--- config.mk ---
export PLATFORM = sky130hd
export DESIGN_NAME = hazard_stall_unit
export DESIGN_NICKNAME = d
export VERILOG_FILES = /design/src/rtl/hazard_stall_unit.sv
export SDC_FILE = /design/constraint.sdc
export NUM_CORES = 1
export LEC_CHECK = 0
export CAP_MARGIN = 0
export CORE_ASPECT_RATIO = 0.6
export CORE_UTILIZATION = 35
export CTS_CLUSTER_SIZE = 20
export DETAILED_ROUTE_END_ITERATION = 6
export PLACE_DENSITY = 0.63
export SLEW_MARGIN = 40
export SYNTH_ARGS = -nofsm -noshare
export SYNTH_HDL_FRONTEND = slang
export SYNTH_SLANG_ARGS = --single-unit
--- constraint.sdc ---
create_clock -name clk -period 2 [get_ports clk]
set_input_delay 0.4 -clock clk [delete_from_list [all_inputs] [get_ports clk]]
set_output_delay 0.4 -clock clk [all_outputs]
set_load 0.02 [all_outputs]
--- src/rtl/hazard_stall_unit.sv ---
// Pipeline hazard/stall controller beside decode: load-use bubbles, multi-cycle
// data memory freeze with timeout, taken-branch squash and HLT/resume.
module hazard_stall_unit #(
    parameter int MAX_WAIT = 8,
    parameter int CNT_W    = 16
) (
    input  logic             clk,
    input  logic             rst,
    input  logic [2:0]       src1,
    input  logic [2:0]       src2,
    input  logic             src1_used,
    input  logic             src2_used,
    input  logic [2:0]       ex_dest,
    input  logic             ex_wb,
    input  logic             ex_mem_read,
    input  logic             mem_req,
    input  logic             mem_ready,
    input  logic             branch_taken,
    input  logic             halt_dec,
    input  logic             resume,
    output logic             pc_we,
    output logic             ifid_we,
    output logic             idex_bubble,
    output logic             flush_ifid,
    output logic             freeze,
    output logic             halted,
    output logic             mem_timeout,
    output logic [CNT_W-1:0] stall_cycles
);

    localparam int WAIT_W = $clog2(MAX_WAIT + 1);

    typedef enum logic [1:0] {
        ST_RUN      = 2'd0,
        ST_MEM_WAIT = 2'd1,
        ST_HALTED   = 2'd2
    } state_t;

    state_t             state_q, state_d;
    logic [WAIT_W-1:0]  wait_cnt_q, wait_cnt_d;
    logic               timeout_q, timeout_d;
    logic [CNT_W-1:0]   stall_q, stall_d;

    logic load_use;
    logic mem_stall;

    assign load_use  = ex_mem_read & ex_wb &
                       ((src1_used & (src1 == ex_dest)) | (src2_used & (src2 == ex_dest)));
    assign mem_stall = mem_req & ~mem_ready;

    always_comb begin
        state_d     = state_q;
        wait_cnt_d  = wait_cnt_q;
        timeout_d   = timeout_q;
        pc_we       = 1'b0;
        ifid_we     = 1'b0;
        idex_bubble = 1'b0;
        flush_ifid  = 1'b0;
        freeze      = 1'b0;
        halted      = 1'b0;

        if (state_q == ST_MEM_WAIT) begin
            freeze  = ~mem_ready;
            pc_we   = mem_ready;
            ifid_we = mem_ready;
            if (mem_ready) begin
                state_d    = ST_RUN;
                wait_cnt_d = '0;
            end else if (wait_cnt_q == WAIT_W'(MAX_WAIT - 1)) begin
                timeout_d  = 1'b1;
                state_d    = ST_RUN;
                wait_cnt_d = '0;
            end else begin
                wait_cnt_d = wait_cnt_q + WAIT_W'(1);
            end
        end else if (state_q == ST_HALTED && !resume) begin
            idex_bubble = 1'b1;
            halted      = 1'b1;
        end else begin
            // RUN, including the resume cycle out of HALTED.
            state_d = ST_RUN;
            if (mem_stall) begin
                freeze  = 1'b1;
                state_d = ST_MEM_WAIT;
            end else if (branch_taken) begin
                pc_we       = 1'b1;
                ifid_we     = 1'b1;
                flush_ifid  = 1'b1;
                idex_bubble = 1'b1;
            end else if (load_use) begin
                idex_bubble = 1'b1;
            end else if (halt_dec) begin
                idex_bubble = 1'b1;
                state_d     = ST_HALTED;
            end else begin
                pc_we   = 1'b1;
                ifid_we = 1'b1;
            end
        end

        if (rst) begin
            pc_we       = 1'b0;
            ifid_we     = 1'b0;
            idex_bubble = 1'b1;
            flush_ifid  = 1'b0;
            freeze      = 1'b0;
            halted      = 1'b0;
        end

        stall_d = stall_q;
        if (!pc_we && (stall_q != {CNT_W{1'b1}})) begin
            stall_d = stall_q + CNT_W'(1);
        end
    end

    always_ff @(posedge clk or posedge rst) begin
        if (rst) begin
            state_q    <= ST_RUN;
            wait_cnt_q <= '0;
            timeout_q  <= 1'b0;
            stall_q    <= '0;
        end else begin
            state_q    <= state_d;
            wait_cnt_q <= wait_cnt_d;
            timeout_q  <= timeout_d;
            stall_q    <= stall_d;
        end
    end

    assign mem_timeout  = timeout_q;
    assign stall_cycles = stall_q;

endmodule

==> results of run 1 <==
[path summary, 6_finish.rpt]
check | end | slack (ps) | cells past startpoint
min in group clk | stall_cycles[7]$_DFFE_PP0P_ | 500 | 1
hold reg to reg | stall_cycles[7]$_DFFE_PP0P_ | 500 | 1
hold / removal | stall_cycles[8]$_DFFE_PP0P_ | 400 | 3
setup / recovery | pc_we | -90 | 6
max in group asynchronous | state_q[1]$_DFFE_PP0P_ | 1370 | 3
setup reg to reg | stall_cycles[10]$_DFFE_PP0P_ | -40 | 9
[cells in the mapped netlist, drive strengths merged (2+ instances only)]
master	count	area [um^2]
o31ai	2	15.0
buf	2	12.5
dfrtp	23	576
a21oi	6	33.8
ha	2	25.0
mux2	3	41.3
nand3	11	55.1
or4	3	26.3
inv	7	26.3
xnor2	16	140
nor2	11	41.3
and4	3	26.3
xor2	2	17.5
nand4	6	37.5
nand2	13	48.8
a31oi	2	12.5
nand2b	4	32.5
and3	4	25.0
or2	2	12.5
o21ai	7	35.0
[cell families (layout without fill, tap and decap cells)]
family / Yosys count / in the layout / share of synthesized area, %
simple gates: 61 / 61 / 25.2
flops: 23 / 23 / 44.1
compound gates: 20 / 20 / 9.58
xor+xnor: 18 / 18 / 12.1
buf+inv: 10 / 78 / 3.26
mux: 4 / 4 / 3.93
fa+ha+maj: 2 / 2 / 1.92
[worst register-to-register path: cells and delay by family (launching register included)]
| kind | cells | cell delay (ps) |
|---|---|---|
| flops | 1 | 410 |
| compound gates | 2 | 280 |
| mux | 1 | 300 |
| simple gates | 1 | 480 |
| buf+inv | 5 | 470 |
[layout make-up]
class | count | area share [%]
Clock buffer | 3 | 2.05
Clock inverter | 1 | 0.249
Inverter | 7 | 1.62
Multi-Input combinational cell | 105 | 36.0
Sequential cell | 23 | 28.7
Tap cell | 45 | 2.80
Timing Repair Buffer | 67 | 28.6
[power breakdown]
group          total, mW  leakage [nW]  switching (mW)  internal [mW]
clock network      0.290        0.0255           0.151          0.139
logic              0.816         0.586           0.383          0.433
registers          0.737         0.287           0.143          0.594
[cells in the final DEF, fill, tap and decap left out, types with 3 or more instances in the layout]
cell / instances
a21oi_1: 5
and3_1: 3
and4_1: 3
buf_4: 25
buf_6: 5
clkbuf_2: 7
clkbuf_8: 3
clkdlybuf4s15_1: 4
clkdlybuf4s50_1: 18
dfrtp_1: 22
dlygate4sd2_1: 4
inv_1: 4
nand2_1: 12
nand3_1: 10
nand4_1: 6
nor2_1: 11
o21ai_0: 5
xnor2_1: 16
[state kept, by name, indices dropped and copies added, names as in the netlist]
register      flops
mem_timeout       1
stall_cycles     16
state_q           2
wait_cnt_q        4
[repair_timing]
action	CTS	global route
pin swaps	14	9
buffers inserted	4	2
setup endpoints to repair	17	9
resized for setup	71	16
[per-layer routing]
layer  vias to the layer above  wire length (um)  share of wire (%)
met3                         2               153                4.4
met4                         0                 8               0.23
met5                         -                 0                  0
met2                        24              1620                 47
li1                        619                 -                  -
met1                       577              1680                 48
==> impl_metrics.yaml, run 1 <==
placed_design:
  placed_cell_area_um2: 1920
  gp_congestion: 0.800
  pre_cts_ws_ps: -858
  dp_hpwl_um: 2580
  dp_cells: 241
  portBuffers: 42
global_route:
  grt_max_degree: 20
  overflow: 0
  gr-usage-met1_pct: 24.7
  grt_use_met2_pct: 31.1
  grt_use_met3_pct: 4.86
  track_usage_pct: 18.4
  busiest_layer: "met2"
  antenna_found_initial: 0
  grt_pass1_wl_um: 5630
  grt_pass1_vias: 1215
timing:
  rsz0062_at_grt: "true"
  fin_skew_ps: 5.18
  drv_slew: 0
  timing.final.crit_period_ps: 2090
  setup_tns_ps: -219
  worst_pin_slew_ps: 348
  timing.hold.ws_ps: 404
  fin_crit_sh_pct: 104
  fin_ws_ps: -88.5
  fmax_mhz: 479
  final-hold-violation-count: 0
  max_slew_margin_pct: 76.7
  finalSetupViolCount: 3
finish:
  multi_input_area_um2: 723
  stdcell_count: 251
  fillCellCount: 322
  fin_util_pct: 59.0
  fin_area_um2: 2010
  fin_nets: 229
  area_growth_pct: 53.8
  insertedDiodeCount: 0
  seq_area_um2: 577
  drive_gt1_share_pct: 31.1
drt:
  drt-pass1-iter-count: 4
  ant_nets: 0
  vias_per_cell: 4.87
  num_vias: 1222
  wl_per_cell_um: 13.8
  routed_wl_um: 3460
  drc: 0
  drt_iter0_markers: 30
setup_path:
  crit_family: "flip-flops"
  cpPeakStageDelay_ps: 450
  regToRegStartpoint: "state_q[1]$_DFFE_PP0P_"
  cp-end-kind: "output port"
  crit_type: "flop to output port"
  cp_max_fo: 3
  critPathBufInv: 3
  arrival_ps: 1690
  cp_data_required_time_ps: 1600
  startpoint_type: "flop"
  crit_slowest_cell: "dfrtp_2"
  path_cells: "inv_2 > nand2_2 > and3_4 > a2111o_2 > inv_4 > buf_6"
  cp-startpoint: "state_q[1]$_DFFE_PP0P_"
cts:
  cts_buffers: 3
  clk_latency_ps: 260
  ctsHoldBuffers: 0
  clk_pin_slew_ps: 90
  cts_tree: "done"
  h-tree-depth: 1
  clockBufferDepth: 2
  cts_sinks: 23
  root_buffer: "clkbuf_8"
worst_hold_path:
  hold_class: "primary input to async pin"
logic_synthesis:
  synth_flop_cell: "dfrtp_1"
  syn_area_um2: 1310
  syn_area_per_cell_um2: 9.47
  yosys_warnings: 0
  yosys.cell_types.count: 35
  synth-edff-count: 0
  synthesis.nets: 160
  yosys_register_bits: 23
  synth-async-reset-ratio_pct: 100
  syn_inst: 138
  yosysSeqAreaShare_pct: 44.1
job:
  drv_cap: 0
power_and_ir_drop:
  power_mw: 1.84
  p_per_area_nw_per_um2: 917
  peakVddDrop_mv: 0.677
  power_leakage_nw: 0.898
floorplanning:
  rows: 16
  start_util_pct: 38.4
  die_height_um: 49.3
  io_pins: 43
  die-area_um2: 3990
  chipWidth_um: 80.9
  core_area_um2: 3400
outcome:
  violations: "setup timing"
  status: "complete, but fails checks"
Power figures use the tool's default switching activity.
==> run 2: changes to the inputs <==
clock period = 1.7 ns   (was 2 ns; I/O delays follow)
==> impl_metrics.yaml, run 2 (synthesized netlist as in run 1, its figures left out) <==
timing:
  rsz0062_at_grt: "true"
  finalSetupViolCount: 22
  fin_skew_ps: 3.91
  max_slew_margin_pct: 73.4
  fin_ws_ps: -341
  fin_crit_sh_pct: 120
  timing.final.crit_period_ps: 2040
  fmax_mhz: 490
  setup_tns_ps: -4440
  final-hold-violation-count: 0
  worst_pin_slew_ps: 397
  drv_slew: 0
cts:
  cts_buffers: 3
  clk_latency_ps: 260
  ctsHoldBuffers: 0
  cts_tree: "done"
  clk_pin_slew_ps: 80
  h-tree-depth: 1
  clockBufferDepth: 2
  cts_sinks: 23
  root_buffer: "clkbuf_8"
setup_path:
  path_depth: 6
  cp-startpoint: "state_q[1]$_DFFE_PP0P_"
  crit_family: "compound AO/OA/AOI/OAI gates"
  critPathBufInv: 3
  rr_endpoint: "stall_cycles[15]$_DFFE_PP0P_"
  path_cells: "inv_2 > nand2_2 > and3_4 > a2111o_2 > inv_4 > buf_6"
  endpoint: "ifid_we"
  cp_data_required_time_ps: 1360
  arrival_ps: 1700
  crit_type: "flop to output port"
  reg2reg_depth: 8
  cp_max_fo: 3
  regToRegStartpoint: "state_q[1]$_DFFE_PP0P_"
  startpoint_type: "flop"
  cp-end-kind: "output port"
  crit_slowest_cell: "a2111o_2"
  r2r_slack_ps: -330
  cpPeakStageDelay_ps: 460
finish:
  largest_reg_flops: 16
  area_growth_pct: 78.8
  final_common_cell: "buf_4"
  final_cell_mix: "buf_4 (36), dfrtp_1 (22), dlygate4sd2_1 (11), buf_6 (11), nand2_1 (10)"
  fin_util_pct: 68.6
  drive_gt1_share_pct: 45.5
  stdcell_count: 267
  fin_nets: 245
  insertedDiodeCount: 0
drt:
  ant_nets: 0
  drc: 0
  routed_wl_um: 4070
  num_vias: 1385
  wl_per_cell_um: 15.3
  drt-pass1-iter-count: 4
  vias_per_cell: 5.19
  drt_iter0_markers: 83
outcome:
  status: "complete, but fails checks"
  violations: "setup timing"
placed_design:
  gp_congestion: 0.859
  dp_hpwl_um: 2740
  dp_cells: 251
  portBuffers: 42
floorplanning:
  start_util_pct: 38.4
  die_height_um: 49.3
  chipWidth_um: 80.9
  die-area_um2: 3990
  rows: 16
  io_pins: 43
  core_area_um2: 3400
job:
  drv_cap: 0
global_route:
  grt_pass1_vias: 1280
  antenna_found_initial: 0
  grt_pass1_wl_um: 6020
  grt_max_degree: 17
  track_usage_pct: 19.8
  overflow: 0
power_and_ir_drop:
  power_leakage_nw: 1.15
  peakVddDrop_mv: 0.861
  p_per_area_nw_per_um2: 1020
  power_mw: 2.37
worst_hold_path:
  hold_class: "primary input to async pin"
[run 2: cell type report]
cell class / instances / area [um^2]
Inverter: 7 / 32.5
Clock buffer: 4 / 45.0
Sequential cell: 23 / 577
Tap cell: 45 / 56.3
Timing Repair Buffer: 83 / 739
Fill cell: 266 / 1070
Multi-Input combinational cell: 105 / 886
[run 2: layer usage]
metal	up-vias	global-route usage, %	share of wire, %
li1	659	-	-
met1	680	27.4	48
met2	32	30.5	46
met3	14	6.54	3.6
met4	0	2.98	2.1
met5	-	0	0
[run 2: stage by stage]
| step | hold WS (ps) | worst slack, ps | instance area (um^2) |
|---|---|---|---|
| 2_1_floorplan | 218 | -270 | 1320 |
| 3_3_place_gp | 444 | -985 | 2000 |
| 3_5_place_dp | 455 | -985 | 2000 |
| 4_1_cts | 284 | -362 | 2190 |
| 5_1_grt | 289 | -397 | 2340 |
| 6_report | 273 | -341 | 2340 |
[run 2: repair_timing]
item | CTS | global route
resized for setup | 100 | 32
setup buffers | 9 | 7
setup endpoints to repair | 25 | 31
pin swaps | 20 | 12
[run 2: worst min-delay path by stage]
| stage | start | endpoint | depth (start not counted) |
|---|---|---|---|
| after global placement | mem_timeout$_DFFE_PP0P_ | mem_timeout$_DFFE_PP0P_ | 1 |
| after floorplan | rst | mem_timeout$_DFFE_PP0P_ | 1 |
| after CTS | rst | wait_cnt_q[1]$_DFFE_PP0P_ | 3 |
| after detailed placement | mem_timeout$_DFFE_PP0P_ | mem_timeout$_DFFE_PP0P_ | 1 |
| after global routing | rst | wait_cnt_q[1]$_DFFE_PP0P_ | 3 |
| final | rst | wait_cnt_q[1]$_DFFE_PP0P_ | 3 |
[run 2: worst min-delay path: stages]
cell and delay, ps:
dlygate4sd2_1 270, clkinvlp_4 110, buf_4 160
[run 2: where the power goes]
group	internal (mW)	switching, mW
Sequential	0.698	0.120
Combinational	0.639	0.579
Clock	0.167	0.168
